--- src/rtl/hs_mem_sdpram_pipe.sv ---
// hs_mem_sdpram_pipe
//   Single-clock simple dual-port RAM (one write port, one read port) with a
//   parameterised read latency and a read-valid flag. After reset an init FSM
//   walks every storage entry and writes zero. The user ports are ignored
//   until that walk completes.
//
// Parameters
//   DATA_TYPE   item type stored in the RAM
//   DATA_DEPTH  logical depth (1..1048576); storage is rounded up to a power of two
//   RD_LATENCY  ren-to-rdata latency in clock cycles (1..4)
//   ADDR_WIDTH  derived address width (not overridable)
//
// Ports
//   clk        single clock for all logic
//   rst_n      synchronous active-low reset
//   waddr      write address
//   wdata      write data
//   wen        write enable
//   raddr      read address
//   ren        read enable
//   rdata      read data; holds the last valid result while rvalid is low
//   rvalid     rdata carries the result of an accepted read (one cycle per read)
//   init_done  RAM cleared, ports accept traffic
//
// Build option
//   HS_MEM_SDPRAM_PIPE_FWD_EN  defined: same-cycle write-to-read forwarding on an
//                              address collision. Undefined: read-first.

module hs_mem_sdpram_pipe #(
    parameter type         DATA_TYPE  = logic [7:0],
    parameter int unsigned DATA_DEPTH = 16,
    parameter int unsigned RD_LATENCY = 1,
    localparam int unsigned ADDR_WIDTH = (DATA_DEPTH > 1) ? $clog2(DATA_DEPTH) : 1
) (
    input  logic                  clk,
    input  logic                  rst_n,
    input  logic [ADDR_WIDTH-1:0] waddr,
    input  DATA_TYPE              wdata,
    input  logic                  wen,
    input  logic [ADDR_WIDTH-1:0] raddr,
    input  logic                  ren,
    output DATA_TYPE              rdata,
    output logic                  rvalid,
    output logic                  init_done
);

    localparam int unsigned DEPTH_REAL = 1 << $clog2(DATA_DEPTH);
    localparam logic [ADDR_WIDTH-1:0] CNT_LAST = ADDR_WIDTH'(DEPTH_REAL - 1);

    if (RD_LATENCY < 1 || RD_LATENCY > 4) begin : g_bad_latency
        $error("hs_mem_sdpram_pipe: RD_LATENCY must be in 1..4");
    end
    if (DATA_DEPTH < 1 || DATA_DEPTH > 1048576) begin : g_bad_depth
        $error("hs_mem_sdpram_pipe: DATA_DEPTH must be in 1..1048576");
    end

    typedef enum logic {StInit, StReady} state_e;

    state_e                state_q, state_d;
    logic [ADDR_WIDTH-1:0] cnt_q, cnt_d;
    logic                  clr_we;
    logic                  wr_acc;
    logic                  rd_acc;
    DATA_TYPE              rd_word;

    DATA_TYPE              ram [DEPTH_REAL];

    DATA_TYPE              pipe_data [RD_LATENCY];
    logic [RD_LATENCY-1:0] pipe_valid;

    // Init FSM: one zero write per cycle; the counter parks on the last entry.
    always_comb begin
        state_d = state_q;
        cnt_d   = cnt_q;
        clr_we  = 1'b0;
        case (state_q)
            StInit: begin
                clr_we = 1'b1;
                if (cnt_q == CNT_LAST) begin
                    state_d = StReady;
                end else begin
                    cnt_d = cnt_q + ADDR_WIDTH'(1);
                end
            end
            StReady: begin
                state_d = StReady;
            end
            default: begin
                state_d = StInit;
            end
        endcase
    end

    always_ff @(posedge clk) begin
        if (!rst_n) begin
            state_q <= StInit;
            cnt_q   <= '0;
        end else begin
            state_q <= state_d;
            cnt_q   <= cnt_d;
        end
    end

    assign init_done = (state_q == StReady);
    assign wr_acc    = wen & init_done;
    assign rd_acc    = ren & init_done;

    // Storage has no reset so it can map onto plain block RAM.
    always_ff @(posedge clk) begin
        if (clr_we) begin
            ram[cnt_q] <= '0;
        end else if (wr_acc) begin
            ram[waddr] <= wdata;
        end
    end

`ifdef HS_MEM_SDPRAM_PIPE_FWD_EN
    assign rd_word = (wr_acc && (waddr == raddr)) ? wdata : ram[raddr];
`else
    assign rd_word = ram[raddr];
`endif

    // Stage 0 is the RAM output register; later stages only load on a valid
    // so the output holds the last result between reads.
    always_ff @(posedge clk) begin
        if (!rst_n) begin
            pipe_valid <= '0;
            for (int i = 0; i < int'(RD_LATENCY); i++) begin
                pipe_data[i] <= '0;
            end
        end else begin
            pipe_valid[0] <= rd_acc;
            if (rd_acc) begin
                pipe_data[0] <= rd_word;
            end
            for (int i = 1; i < int'(RD_LATENCY); i++) begin
                pipe_valid[i] <= pipe_valid[i-1];
                if (pipe_valid[i-1]) begin
                    pipe_data[i] <= pipe_data[i-1];
                end
            end
        end
    end

    assign rdata  = pipe_data[RD_LATENCY-1];
    assign rvalid = pipe_valid[RD_LATENCY-1];

endmodule

--- config.mk ---
export PLATFORM = sky130hd
export DESIGN_NAME = hs_mem_sdpram_pipe
export DESIGN_NICKNAME = d
export VERILOG_FILES = /design/src/rtl/hs_mem_sdpram_pipe.sv
export SDC_FILE = /design/constraint.sdc
export NUM_CORES = 1
export LEC_CHECK = 0
export BUFFER_PORTS_ARGS = -buffer_cell sky130_fd_sc_hd__buf_4
export CAP_MARGIN = 20
export CELL_PAD_IN_SITES_DETAIL_PLACEMENT = 1
export CELL_PAD_IN_SITES_GLOBAL_PLACEMENT = 1
export CORE_ASPECT_RATIO = 1.2
export CORE_MARGIN = 4
export CORE_UTILIZATION = 59
export CTS_BUF_LIST = sky130_fd_sc_hd__clkbuf_8
export DETAILED_ROUTE_END_ITERATION = 8
export GPL_TIMING_DRIVEN = 0
export HOLD_SLACK_MARGIN = 0.05
export PLACE_DENSITY_LB_ADDON = 0.05
export SLEW_MARGIN = 25
export SYNTH_ARGS = -nofsm -noshare
export SYNTH_HDL_FRONTEND = slang
export SYNTH_SLANG_ARGS = --single-unit
--- constraint.sdc ---
create_clock -name clk -period 4.04 [get_ports clk]
set_input_delay 0 -clock clk [delete_from_list [all_inputs] [get_ports clk]]
set_output_delay 0 -clock clk [all_outputs]
set_load 0.02 [all_outputs]
==> impl_metrics.yaml, run 1 <==
detailed_routing:
  drt_iter0_markers: 255
  avgRoutedWirePerCell_um: 28.7
  drt_pass1_iterations: 5
  vias_per_cell: 6.50
  ant_nets: 0
  drc: 0
  routed_wl_um: 13800
  vias: 3131
finish:
  syn2layout_area_growth_pct: 13.8
  fillCellCount: 806
  antenna_cells: 0
  seq_area_mm2: 0.00420
  multi_input_area_mm2: 0.00138
  layout_commonest_cell: "edfxtp_1"
  finish.utilization_pct: 68.5
  drive_above_1_share_pct: 20.9
  fin_nets: 368
  layout_common_cells: "edfxtp_1, buf_4, nor2_1"
synthesis:
  yosys_warnings: 0
  ys_types: 30
  ys_async_sr_fraction_pct: 0
  avgSynthCellArea_um2: 19.1
  syn-num-nets: 320
  ys_ff_latch: 142
  syn_inst: 299
  synth_ff_type: "edfxtp_1"
  syn_area_mm2: 0.00570
  synth_edf_count: 136
  yosysSeqAreaShare_pct: 73.8
clock_tree:
  cts_sinks: 142
  htreeDepth: 4
  cts-root-buf: "clkbuf_8"
  path_clk_slew_ns: 0.07
  cts_buffers: 17
  post_cts_buffers: 0
  clkLatencyLatePin_ns: 0.45
  cts_tree: "yes"
  cts_buffer_depth: 2
  cts_resized: 0
global_routing:
  grt_first_pass_wirelength_um: 20600
  grt_use_total_pct: 26.3
  overflow: 0
  first_global_vias: 3293
  antenna_found_initial: 0
  grt_start_max_net_pins: 17
  use_met1_pct: 31.1
  grt_most_used_layer: "met2"
  use_met2_pct: 45.5
  grt_util_met3_pct: 8.07
sta:
  max_freq_mhz: 402
  post-route-min-period_ns: 2.49
  slew_viol_final: 0
  setup_viol: 0
  relSlewSlack_pct: 33.5
  holdWs_ns: 0.203
  fin_crit_sh_pct: 61.6
  hold_viol: 0
  worst_pin_slew_ns: 0.994
  finClkSkew_ns: 0.0115
  final.setup.tns_ns: 0
  rsz0062_at_grt: "false"
run_status:
  outcome: "complete, no violations"
setup_path:
  cpMaxStageDelayCell: "nor2_1"
  start_kind: "register"
  ff2ff_setup_slack_ns: 1.55
  r2r_start: "init_done$_SDFF_PN0_"
  critPathMaxStageDelay_ns: 0.76
  critPathArrivalTime_ns: 2.56
  crit_path_end_kind: "register"
  r2r_cells: 5
  critPathKind: "register to register"
  rr_endpoint: "ram[1][2]$_DFFE_PP_"
  crit_chain: "clkbuf_1 > nand2_1 > nor3b_1 > a31oi_1 > nor2_1"
  worstPathRequired_ns: 4.11
  crit_fanout: 10
placement:
  port_buffers: 27
  globalplace.congestion: 0.836
  hpwlAfterDp_um: 8720
die:
  num_rows: 39
  boundaryPins: 30
  die_w_um: 97.7
  dieArea_mm2: 0.0113
  initial_utilization_pct: 60.2
  die_h_um: 116
  core-area_mm2: 0.00947
hold_path:
  min_from: "raddr[3]"
  hold_path_end: "pipe_data[0][6]$_SDFFCE_PN0P_"
  worstHoldPathCells: 3
  hp-class: "primary input to register"
run:
  maxCapViolations: 0
pwr:
  leakage_nw: 2.45
  pwr_density_cell_mw_per_mm2: 458
  peakVddDrop_uv: 326
[critical path, delay by kind of cell, from the launching register on]
| kind | cells | cell delay [ns] |
|---|---|---|
| flip-flops | 1 | 0.40 |
| AO/OA/AOI/OAI | 1 | 0.13 |
| buffers and inverters | 1 | 0.33 |
| AND/OR/NAND/NOR | 3 | 1.25 |
[final cells by class]
type / count / area share [%]
flip-flops and latches: 142 / 64.9
multi-input cells: 137 / 21.2
clock buffers: 17 / 3.61
repair buffers: 29 / 3.44
clock inverters: 14 / 2.70
well taps: 123 / 2.37
plain buffers: 15 / 1.51
inverters: 5 / 0.290
[worst max path at each step]
stage / startpoint / cells past startpoint / slack, ns / endpoint
4_1_cts: init_done$_SDFF_PN0_ / 5 / 1.52 / ram[13][4]$_DFFE_PP_
5_1_grt: init_done$_SDFF_PN0_ / 5 / 1.28 / ram[1][5]$_DFFE_PP_
3_3_place_gp: init_done$_SDFF_PN0_ / 5 / 1.71 / ram[2][2]$_DFFE_PP_
3_5_place_dp: init_done$_SDFF_PN0_ / 5 / 1.57 / ram[1][2]$_DFFE_PP_
6_report: init_done$_SDFF_PN0_ / 5 / 1.55 / ram[1][2]$_DFFE_PP_
2_1_floorplan: init_done$_SDFF_PN0_ / 5 / 2.03 / ram[10][0]$_DFFE_PP_
[layer usage]
| layer | share of wire [%] | vias up | wire length (um) |
|---|---|---|---|
| li1 | - | 1326 | - |
| met1 | 38 | 1623 | 5300 |
| met2 | 52 | 150 | 7230 |
| met3 | 6.1 | 32 | 843 |
| met4 | 3.2 | 0 | 444 |
| met5 | 0 | - | 0 |
[Yosys cell counts (all sizes together), types with 2 or more instances]
library cell    n  area [um2]
edfxtp        136        4080
a22o            8        70.1
and3           15        93.8
nor3b           3        22.5
a22oi           7        52.6
nor2b           4        25.0
inv             5        18.8
and2            4        25.0
dfxtp           6         120
buf             6        63.8
a21oi           2        10.0
a31oi           7        43.8
a41oi           2        17.5
xnor2           2        17.5
clkbuf          9        33.8
nand2b          2        12.5
a221o           7        70.1
nand2           5        18.8
nor3            3        15.0
mux4           25         612
nor2           21        78.8
mux2i          14         140
mux2            2        22.5
[cell families after synthesis]
kind of cell / share of synthesized area [%]
fa+ha+maj: 0.220
xor+xnor: 0.308
buf+inv: 2.04
simple gates: 5.31
mux: 13.6
flops: 73.8
compound gates: 4.72
[what timing repair did]
action,in CTS,in global routing
setup endpoints to repair,0,0
endpoints found under the hold margin,6,0
hold buffers,2,0
[state kept, by name, indices dropped and copies added (netlist names)]
register and count:
init_done 1, pipe_data 8, ram 128, rvalid 1, cnt_q 4
[per-stage QoR]
step / std cells / instance area (um2) / power [mW] / worst slack [ns]
after CTS: 482 / 6480 / 2.97 / 1.52
after global placement: 449 / 6050 / 1.81 / 1.71
final: 482 / 6480 / 2.97 / 1.55
after floorplan: 299 / 5700 / 1.75 / 2.03
after global routing: 482 / 6480 / 3.06 / 1.28
after detailed placement: 449 / 6050 / 1.81 / 1.57
[power by group]
part / leakage (nW) / internal [mW] / switching (mW)
logic: 0.787 / 0.0636 / 0.0855
registers: 1.46 / 1.63 / 0.0126
clock network: 0.204 / 0.658 / 0.526
Note: power is estimated with default switching activity, not from simulation.
==> run 2: changes to the inputs <==
--- a/config.mk
+++ b/config.mk
@@ -5,13 +5,14 @@
 export SDC_FILE = /design/constraint.sdc
 export NUM_CORES = 1
 export LEC_CHECK = 0
+export ABC_AREA = 1
 export BUFFER_PORTS_ARGS = -buffer_cell sky130_fd_sc_hd__buf_4
 export CAP_MARGIN = 20
 export CELL_PAD_IN_SITES_DETAIL_PLACEMENT = 1
 export CELL_PAD_IN_SITES_GLOBAL_PLACEMENT = 1
 export CORE_ASPECT_RATIO = 1.2
 export CORE_MARGIN = 4
-export CORE_UTILIZATION = 59
+export CORE_UTILIZATION = 50
 export CTS_BUF_LIST = sky130_fd_sc_hd__clkbuf_8
 export DETAILED_ROUTE_END_ITERATION = 8
 export GPL_TIMING_DRIVEN = 0
==> constraint.sdc (replaced) <==
create_clock -name clk -period 2.6 [get_ports clk]
set_input_delay 0 -clock clk [delete_from_list [all_inputs] [get_ports clk]]
set_output_delay 0 -clock clk [all_outputs]
set_load 0.02 [all_outputs]
==> run 2 against run 1 <==
  * Routed wire length increased by 15%
  * Global-route usage down 1.7 points
  * Critical path type unchanged
  * Maximum frequency rose by 12%
  * First-iteration DRC count grew 13%
  * Sequential power grew 55%
  * Clock skew down 0.0012 ns
  * Worst hold slack got worse by 0.15 ns
  * Count of clock-buffer cells in the layout stayed put
  * Synthesized cell count up 100%
  * Cell area rose by 7.4%
==> impl_metrics.yaml, run 2 <==
run_status:
  outcome: "complete, no violations"
finish:
  layout_commonest_cell: "nand2_1"
  regMostFlops: "ram"
  fin_nets: 666
  syn2layout_area_growth_pct: 13.6
  antenna_cells: 0
  drive_above_1_share_pct: 13.2
  fillCellCount: 1351
  largest_reg_flops: 128
  reg.largest.list: "ram: 128 flops, pipe_data: 8 flops, cnt_q: 4 flops"
  seq_area_mm2: 0.00420
  finish.utilization_pct: 57.7
  multi_input_area_mm2: 0.00145
  layout_common_cells: "nand2_1, edfxtp_1, inv_1"
synthesis:
  synth_edf_count: 136
  syn_inst: 597
  ys_async_sr_fraction_pct: 0
  synthTopCellsByArea: "edfxtp_1, nand2_1, nand3_1, inv_1, dfxtp_1"
  synth-compound-area-share_pct: 1.47
  synth_common_cells: "nand2_1, edfxtp_1, inv_1, nand3_1, nor2_1"
  synth_top_family_by_area: "simple AND/OR/NAND/NOR gates"
  synth-simple-area-share_pct: 21.6
  synth_adder_area_share_pct: 0.204
  yosysSeqAreaShare_pct: 68.6
  synth_ff_type: "edfxtp_1"
  avgSynthCellArea_um2: 10.3
  ys_ff_latch: 142
  syn-num-nets: 618
  yosysTopAreaCell: "edfxtp_1"
  synthXorXnorAreaFrac_pct: 0
  synth_top_area_share_pct: 66.6
  syn_area_mm2: 0.00613
  synthMuxAreaShare_pct: 0
  ys_types: 19
  synth.most_common_cell: "nand2_1"
  yosys_warnings: 0
setup_path:
  cp_common_cell: "nand2_1"
  crit_fanout: 10
  crit_chain: "nand2_2 > buf_6 > nand2_1 > o21ai_0 > inv_1 > nand2_1 > nor2_1"
  crit_path_end_kind: "register"
  critPathMaxStageDelay_ns: 0.74
  critPathArrivalTime_ns: 2.29
  start_kind: "register"
  critPathKind: "register to register"
  cpMaxStageDelayCell: "nor2_1"
  worstPathRequired_ns: 2.68
hold_path:
  hp-class: "primary input to register"
detailed_routing:
  vias: 4249
  avgRoutedWirePerCell_um: 19.4
  route.met3.wl_um: 864
  ant_nets: 0
  drt_iter0_markers: 289
  routed_wl_um: 15900
  met2_length_um: 7970
  drt_pass1_iterations: 5
  drc: 0
  vias_per_cell: 5.19
  highest-signal-layer: "met4"
  m1WireLength_um: 6580
global_routing:
  grt_first_pass_wirelength_um: 24800
  overflow: 0
  grt_use_total_pct: 24.6
  grt_start_max_net_pins: 17
  first_global_vias: 4511
  antenna_found_initial: 0
sta:
  max_freq_mhz: 452
  worst_pin_slew_ns: 0.891
  fin_crit_sh_pct: 85.2
  setup_viol: 0
  relSlewSlack_pct: 40.4
  finClkSkew_ns: 0.0104
  final.setup.tns_ns: 0
  slew_viol_final: 0
  rsz0062_at_grt: "false"
  hold_viol: 0
  post-route-min-period_ns: 2.21
die:
  die_h_um: 129
  dieArea_mm2: 0.0141
  boundaryPins: 30
  initial_utilization_pct: 50.8
  die_w_um: 109
  num_rows: 44
  core-area_mm2: 0.0121
clock_tree:
  post_cts_buffers: 0
  cts_resized: 0
  htreeDepth: 4
  clkLatencyLatePin_ns: 0.45
  path_clk_slew_ns: 0.07
  cts-root-buf: "clkbuf_8"
  cts_tree: "yes"
  cts_sinks: 142
  cts_buffer_depth: 2
  cts_buffers: 17
pwr:
  leakage_nw: 3.02
  peakVddDrop_uv: 344
  pwr_density_cell_mw_per_mm2: 660
placement:
  hpwlAfterDp_um: 11000
  port_buffers: 26
  globalplace.congestion: 0.851
run:
  maxCapViolations: 0
## run 2: changes by cell type after synthesis, sizes merged, moves of 15 or more
cell | before | now
nand2 | 5 | 204
nand3 | 1 | 86
inv | 5 | 89
mux4 | 25 | 0
buf | 6 | 23
and3 | 15 | 0
## run 2: layout make-up
class	count	share of cell area (%)
inverters	89	4.80
repair buffers	29	3.20
flip-flops and latches	142	60.4
plain buffers	25	2.34
clock inverters	15	2.21
multi-input cells	341	20.8
clock buffers	17	3.36
well taps	161	2.89
## run 2: stage by stage
step	cell area, um2	std cells	setup slack (ns)	hold WS (ns)	power [mW]
6_report	6960	819	0.385	0.0484	4.60
5_1_grt	6960	819	0.263	0.0616	4.76
4_1_cts	6960	819	0.335	0.0578	4.61
3_5_place_dp	6550	785	0.359	0.284	2.91
3_3_place_gp	6530	784	0.422	0.274	2.89
2_1_floorplan	6130	597	0.781	0.124	2.78
## run 2: final timing paths
| path | startpoint | end | slack [ns] | cells past startpoint |
|---|---|---|---|---|
| setup reg to reg | init_done$_SDFF_PN0_ | ram[13][3]$_DFFE_PP_ | 0.39 | 7 |
| setup / recovery | init_done$_SDFF_PN0_ | ram[13][3]$_DFFE_PP_ | 0.39 | 7 |
| hold reg to reg | cnt_q[3]$_SDFFE_PN0P_ | cnt_q[3]$_SDFFE_PN0P_ | 0.51 | 2 |
| hold / removal | wdata[7] | ram[0][7]$_DFFE_PP_ | 0.05 | 3 |
## run 2: timing repair
action / 4_1_cts / 5_1_grt
endpoints found under the hold margin: 6 / 0
setup endpoints to repair: 0 / 0
hold buffers: 2 / 0
## run 2: metal layers
layer / vias up / track usage, %
met3: 39 / 4.24
met2: 123 / 41.3
met5: - / 0
li1: 2041 / -
met4: 0 / 10.7
met1: 2046 / 31.5
## run 2: worst max-delay path: cells and delay by family, from the launching register on
family | cells | cell delay (ns)
flip-flops | 1 | 0.37
AO/OA/AOI/OAI | 1 | 0.12
buffers and inverters | 2 | 0.26
AND/OR/NAND/NOR | 4 | 1.09
## run 2: cells by family (layout without fill, tap and decap cells)
| family | after synthesis | count (layout) |
|---|---|---|
| compound gates | 18 | 18 |
| fa+ha+maj | 1 | 1 |
| buf+inv | 114 | 175 |
| flops | 142 | 142 |
| simple gates | 322 | 322 |
## run 2: where the power goes
part / leakage [nW] / internal [mW] / total [mW] / switching (mW)
Clock: 0.196 / 0.925 / 1.74 / 0.813
Combinational: 1.38 / 0.0992 / 0.317 / 0.218
Sequential: 1.44 / 2.53 / 2.54 / 0.0157
